<file path="config.mk">
export PLATFORM = sky130hd
export DESIGN_NAME = tl_rx_demux
export DESIGN_NICKNAME = d
export VERILOG_FILES = /design/src/rtl/tl_rx_demux.sv
export SDC_FILE = /design/constraint.sdc
export NUM_CORES = 1
export LEC_CHECK = 0
export ABC_AREA = 1
export CAP_MARGIN = 40
export CELL_PAD_IN_SITES_DETAIL_PLACEMENT = 1
export CELL_PAD_IN_SITES_GLOBAL_PLACEMENT = 1
export CORE_AREA = 2 2 208 210
export DETAILED_ROUTE_END_ITERATION = 6
export DIE_AREA = 0 0 210 212
export PLACE_DENSITY = 0.7
export SYNTH_ARGS = -nofsm -noshare
export SYNTH_HDL_FRONTEND = slang
export SYNTH_SLANG_ARGS = --single-unit
export TNS_END_PERCENT = 5
</file>
<file path="constraint.sdc">
create_clock -name clk -period 3.1 [get_ports clk]
set_input_delay 0.465 -clock clk [delete_from_list [all_inputs] [get_ports clk]]
set_output_delay 0.465 -clock clk [all_outputs]
set_load 0.05 [all_outputs]
</file>
<file path="src/rtl/tl_rx_demux.sv">
// Transaction-layer receive demultiplexer: classifies TLPs coming off the DLL Rx
// path, steers header/payload beats to the TL request lanes and drops the rest.
module tl_rx_demux #(
    parameter int MAX_PAYLOAD_SIZE = 128
) (
    input  logic         clk,
    input  logic         rst_n,
    input  logic         link_active_i,
    input  logic         tlp_valid_i,
    input  logic         tlp_sop_i,
    input  logic [255:0] tlp_i,
    output logic [255:0] tlp_o,
    output logic [2:0]   req_o,
    output logic         drop_pulse_o,
    output logic [7:0]   drop_cnt_o
);

    typedef enum logic [1:0] {
        S_IDLE,
        S_P_DATA,
        S_CPL_DATA,
        S_DROP
    } state_t;

    localparam logic [2:0] REQ_IDLE     = 3'd0;
    localparam logic [2:0] REQ_P_HDR    = 3'd1;
    localparam logic [2:0] REQ_P_DATA   = 3'd2;
    localparam logic [2:0] REQ_NP_HDR   = 3'd3;
    localparam logic [2:0] REQ_CPL_HDR  = 3'd5;
    localparam logic [2:0] REQ_CPL_DATA = 3'd6;

    localparam logic [4:0] TYPE_MEM = 5'b00000;
    localparam logic [4:0] TYPE_CPL = 5'b01010;

    function automatic logic [7:0] sat_add(input logic [7:0] a, input logic [1:0] n);
        logic [8:0] s;
        s = {1'b0, a} + {7'd0, n};
        return s[8] ? 8'hFF : s[7:0];
    endfunction

    state_t       state_q, state_d;
    logic [7:0]   cnt_q, cnt_d;
    logic [255:0] tlp_q, tlp_d;
    logic [2:0]   req_q, req_d;
    logic         drop_pulse_q, drop_pulse_d;
    logic [7:0]   drop_cnt_q, drop_cnt_d;

    logic [2:0]   fmt;
    logic [4:0]   typ;
    logic [10:0]  len_dw;
    logic [7:0]   hdr_beats;
    logic         hdr_oversize;
    logic         is_mwr, is_mrd, is_cpl, is_cpld;

    state_t       hdr_state;
    logic [7:0]   hdr_cnt;
    logic [2:0]   hdr_req;
    logic         hdr_drop;

    logic         trunc_drop;
    logic [1:0]   drops;

    // Header field decode, evaluated on every beat and used only when sop is set.
    always_comb begin
        fmt          = tlp_i[7:5];
        typ          = tlp_i[4:0];
        len_dw       = ({tlp_i[17:16], tlp_i[31:24]} == 10'd0) ? 11'd1024
                                                               : {1'b0, tlp_i[17:16], tlp_i[31:24]};
        hdr_beats    = len_dw[10:3] + {7'd0, |len_dw[2:0]};
        hdr_oversize = ({19'd0, len_dw, 2'b00} > 32'(MAX_PAYLOAD_SIZE));
        is_mwr       = (fmt == 3'b010 || fmt == 3'b011) && (typ == TYPE_MEM);
        is_mrd       = (fmt == 3'b000 || fmt == 3'b001) && (typ == TYPE_MEM);
        is_cpl       = (fmt == 3'b000) && (typ == TYPE_CPL);
        is_cpld      = (fmt == 3'b010) && (typ == TYPE_CPL);
    end

    // Outcome of accepting this beat as a new header, independent of current state.
    always_comb begin
        hdr_state = S_IDLE;
        hdr_cnt   = 8'd0;
        hdr_req   = REQ_IDLE;
        hdr_drop  = 1'b0;
        if (is_mwr) begin
            hdr_cnt = hdr_beats;
            if (hdr_oversize) begin
                hdr_drop  = 1'b1;
                hdr_state = S_DROP;
            end else begin
                hdr_req   = REQ_P_HDR;
                hdr_state = S_P_DATA;
            end
        end else if (is_mrd) begin
            hdr_req = REQ_NP_HDR;
        end else if (is_cpl) begin
            hdr_req = REQ_CPL_HDR;
        end else if (is_cpld) begin
            hdr_cnt = hdr_beats;
            if (hdr_oversize) begin
                hdr_drop  = 1'b1;
                hdr_state = S_DROP;
            end else begin
                hdr_req   = REQ_CPL_HDR;
                hdr_state = S_CPL_DATA;
            end
        end else begin
            hdr_drop = 1'b1;
            // Unsupported but claims a payload: swallow it so it is not seen as orphans.
            if (fmt[1]) begin
                hdr_state = S_DROP;
                hdr_cnt   = hdr_beats;
            end
        end
    end

    always_comb begin
        state_d    = state_q;
        cnt_d      = cnt_q;
        req_d      = REQ_IDLE;
        trunc_drop = 1'b0;
        drops      = 2'd0;
        if (!link_active_i) begin
            state_d = S_IDLE;
            cnt_d   = 8'd0;
        end else if (tlp_valid_i) begin
            if (tlp_sop_i) begin
                // A header arriving mid-TLP truncates the old one and is decoded as usual.
                trunc_drop = (state_q != S_IDLE);
                state_d    = hdr_state;
                cnt_d      = hdr_cnt;
                req_d      = hdr_req;
                drops      = {1'b0, trunc_drop} + {1'b0, hdr_drop};
            end else if (state_q != S_IDLE) begin
                if (state_q == S_P_DATA) begin
                    req_d = REQ_P_DATA;
                end else if (state_q == S_CPL_DATA) begin
                    req_d = REQ_CPL_DATA;
                end
                if (cnt_q <= 8'd1) begin
                    state_d = S_IDLE;
                    cnt_d   = 8'd0;
                end else begin
                    cnt_d = cnt_q - 8'd1;
                end
            end
        end
        tlp_d        = (req_d != REQ_IDLE) ? tlp_i : '0;
        drop_pulse_d = (drops != 2'd0);
        drop_cnt_d   = sat_add(drop_cnt_q, drops);
    end

    always_ff @(posedge clk or negedge rst_n) begin
        if (!rst_n) begin
            state_q      <= S_IDLE;
            cnt_q        <= 8'd0;
            tlp_q        <= '0;
            req_q        <= REQ_IDLE;
            drop_pulse_q <= 1'b0;
            drop_cnt_q   <= 8'd0;
        end else begin
            state_q      <= state_d;
            cnt_q        <= cnt_d;
            tlp_q        <= tlp_d;
            req_q        <= req_d;
            drop_pulse_q <= drop_pulse_d;
            drop_cnt_q   <= drop_cnt_d;
        end
    end

    assign tlp_o        = tlp_q;
    assign req_o        = req_q;
    assign drop_pulse_o = drop_pulse_q;
    assign drop_cnt_o   = drop_cnt_q;

endmodule

</file>
==> run metrics <==
ratio of cells with drive above 1 in the final layout=between 20% and 30%; sequential share of the synthesized area=58.4%; Worst path most repeated cell=nand2_1; number of buffers created by CTS=35; Hold Path Depth=4; reg2reg start=state_q[0]; Max Cap Violations=0; R2R depth=14; crit path time final=2.85 ns; Area Overhead vs Synth=61.3%; gpl congestion=approximately 0.83; largest net degree at the start of global routing=86; Final Hold Fails=0; setup violators final=0; Crit. path cell count=18; Rows=76; Die W=210 um; worst vdd rail ir drop=0.471 mV; die height=212 um; synthesized area=approximately 12000 um^2; hold_sp=tlp_i[16]; worst path bufs/invs=4; Die ar.=between 40000 and 50000 um^2; initial antenna violation count=1; vias per cell=4.01; CTS tree=built; Post-Syn Instances=around 1000; Worst-path clk slew=0.06 ns; vias in the first global route=9684; fmax=350 MHz; power consumption=10.0 mW; clock sink count=278; drt initial violations=between 300 and 400; first-pass GRT wire length=about 60000 um; crit path launch type=primary input; Setup crit start=tlp_i[26]; DR pass1 iterations=4; PwrDens=around 520 nW/um^2; post-DR wirelength/cell=18.4 um; Max Clock Skew=0.0115 ns; Post-CTS Setup Inserts=0; HP Class=primary input to register; Slew Limit Headroom=49.5%; Clk Latency, worst-skew pair=0.53 ns; post-synth cell types=36; Worst Path Required=~3.5 ns; Final Instance Area=19200 um^2; CP endpoint kind=register; post-place instance area=18000 um^2; CTS root buffer=clkbuf_16; core footprint=42500 um^2; num ports=529; Top FF cell, synth=dfrtp_1; Crit path largest cell delay=around 0.45 ns; critical path class=primary input to register; Initial Util=between 20 and 30%; syn_nets=approximately 1300; ANT nets after route=0; Mean Syn Cell Area=11.8 um^2; Post-synth ARST share=100%; Worst EP arrival=3.26 ns; Filler cells=4604; GR Util All Layers=17.8%; Vias=a little under 9000; Crit path max-delay family=simple AND/OR/NAND/NOR gates; CTS Buffer Depth=3; worst-path maximum fanout=2; final period utilization=92.1%; Static Leak=9.15 nW; H-tree depth=2; slowest CP cell=clkdlybuf4s50_1; Slew Viols, Final=0; unrepaired setup endpoints after global routing=no; Post-synth EDFFs=0; Total Wirelength=~40000 um; outcome=finished clean; final HPWL from detailed placement=31400 um; Tightest Pin Transition=0.757 ns; port bufs=528; DRC viols=0; Remaining Overflow, GRT=0; YS warnings=0; FF+latch count, synth=278; CP Cell Sequence=clkdlybuf4s50_1, nor2_2, nand3_1, nand2_2, nand3_1, nand2_1, nand2_4, ha_1, inv_1, nor2_1, ha_1, inv_1, fa_2, buf_4, nor2_1, nand2_1, xor2_1, nand2_1; fin nets=1872
-- final cells by class --
cell class	count	area [um^2]	share of cell area (%)
diodes	1	2.50	0.0130
clock buffers	52	1030	5.37
clock inverters	11	103	0.535
inverters	288	1080	5.64
multi-input cells	407	3380	17.6
flip-flops and latches	278	6960	36.2
well taps	546	683	3.56
repair buffers	591	5960	31.0
-- timing repair --
action                                  in CTS  in global routing
hold buffers                                 1                  0
endpoints found under the setup margin       7                  8
endpoints found under the hold margin       18                  0
resized for setup                            2                  8
pin swaps                                    1                  1
-- report_power, final --
group	total [mW]	switching (mW)	leakage [nW]	internal (mW)
clock	4.00	1.60	0.562	2.40
combinational	2.15	1.33	4.80	0.820
sequential	3.89	0.0891	3.79	3.81
-- stage by stage --
step	worst slack [ns]	TNS [ns]	util, %	hold WS (ns)	std cells
after detailed placement	-0.757	-5.59	42.4	0.546	2109
after floorplan	0.233	0	-	0.169	1005
after global routing	0.0600	0	45.2	0.425	2174
final	0.246	0	45.2	0.415	2174
after global placement	-0.463	-3.36	42.4	0.543	2109
after CTS	0.00988	0	45.1	0.419	2173
-- registers in the layout, indices dropped and copies added, names as in the netlist --
signal,flops
cnt_q,8
drop_cnt_o,8
drop_pulse_o,1
req_o,3
state_q,2
tlp_o,256
-- final timing paths --
| kind | endpoint | slack, ns |
|---|---|---|
| setup / recovery | drop_cnt_o[4] | 0.25 |
| hold / removal | tlp_o[16] | 0.41 |
| setup reg to reg | drop_cnt_o[4] | 0.65 |
| hold reg to reg | cnt_q[7] | 0.56 |
| max in group asynchronous | tlp_o[201] | 1.71 |
| min in group asynchronous | tlp_o[32] | 0.57 |
-- worst register-to-register path: stages, from the launching register on --
cell	delay, ns
dfrtp_1	0.37
inv_1	0.09
ha_1	0.18
inv_1	0.07
ha_1	0.27
inv_1	0.04
nor2_1	0.11
ha_1	0.19
inv_1	0.06
fa_2	0.37
buf_4	0.16
nor2_1	0.13
nand2_1	0.08
xor2_1	0.13
nand2_1	0.07
-- cells in the final DEF (no fill, tap or decap), types with 9 or more instances in the layout --
cell             count
clkdlybuf4s50_1    526
inv_1              282
dfrtp_1            278
nor2_4             196
nor2_1              79
buf_4               47
clkbuf_16           36
nand2_1             30
o21ai_0             19
nand3_1             16
buf_12              15
ha_1                 9
clkbuf_1             9
-- logic make-up after synthesis --
| group | after synthesis | share of synthesized area [%] |
|---|---|---|
| AOI/OAI and AO/OA | 37 | 1.72 |
| xor gates and xnor gates | 5 | 0.368 |
| adders and majority gates | 10 | 1.11 |
| buffers and inverters | 320 | 13.5 |
| DFF | 278 | 58.4 |
| and+or+nand+nor | 355 | 24.8 |
-- routing by layer --
| metal | track usage [%] | share of wire (%) | vias to the layer above |
|---|---|---|---|
| met5 | 0 | 0 | - |
| met4 | 6.11 | 2.7 | 0 |
| met3 | 4.43 | 5.8 | 58 |
| met2 | 33.1 | 55 | 261 |
| met1 | 19.9 | 36 | 4375 |
| li1 | - | - | 4034 |
-- synth_stat cells, drive strengths merged, types with 2 or more instances --
cell type | number | share of area (%)
dfrtp | 278 | 58
nand3 | 19 | 0.84
o21ai | 20 | 0.84
o22ai | 6 | 0.32
nor3 | 4 | 0.26
inv | 288 | 9.1
nor2 | 285 | 22
buf | 30 | 4.4
nor4 | 2 | 0.11
a32oi | 2 | 0.15
ha | 9 | 0.95
a21oi | 7 | 0.29
nand4 | 5 | 0.37
xor2 | 4 | 0.29
nand2 | 35 | 1.2
or2 | 4 | 0.21
clkbuf | 2 | 0.063
(Power assumes the default switching activity.)
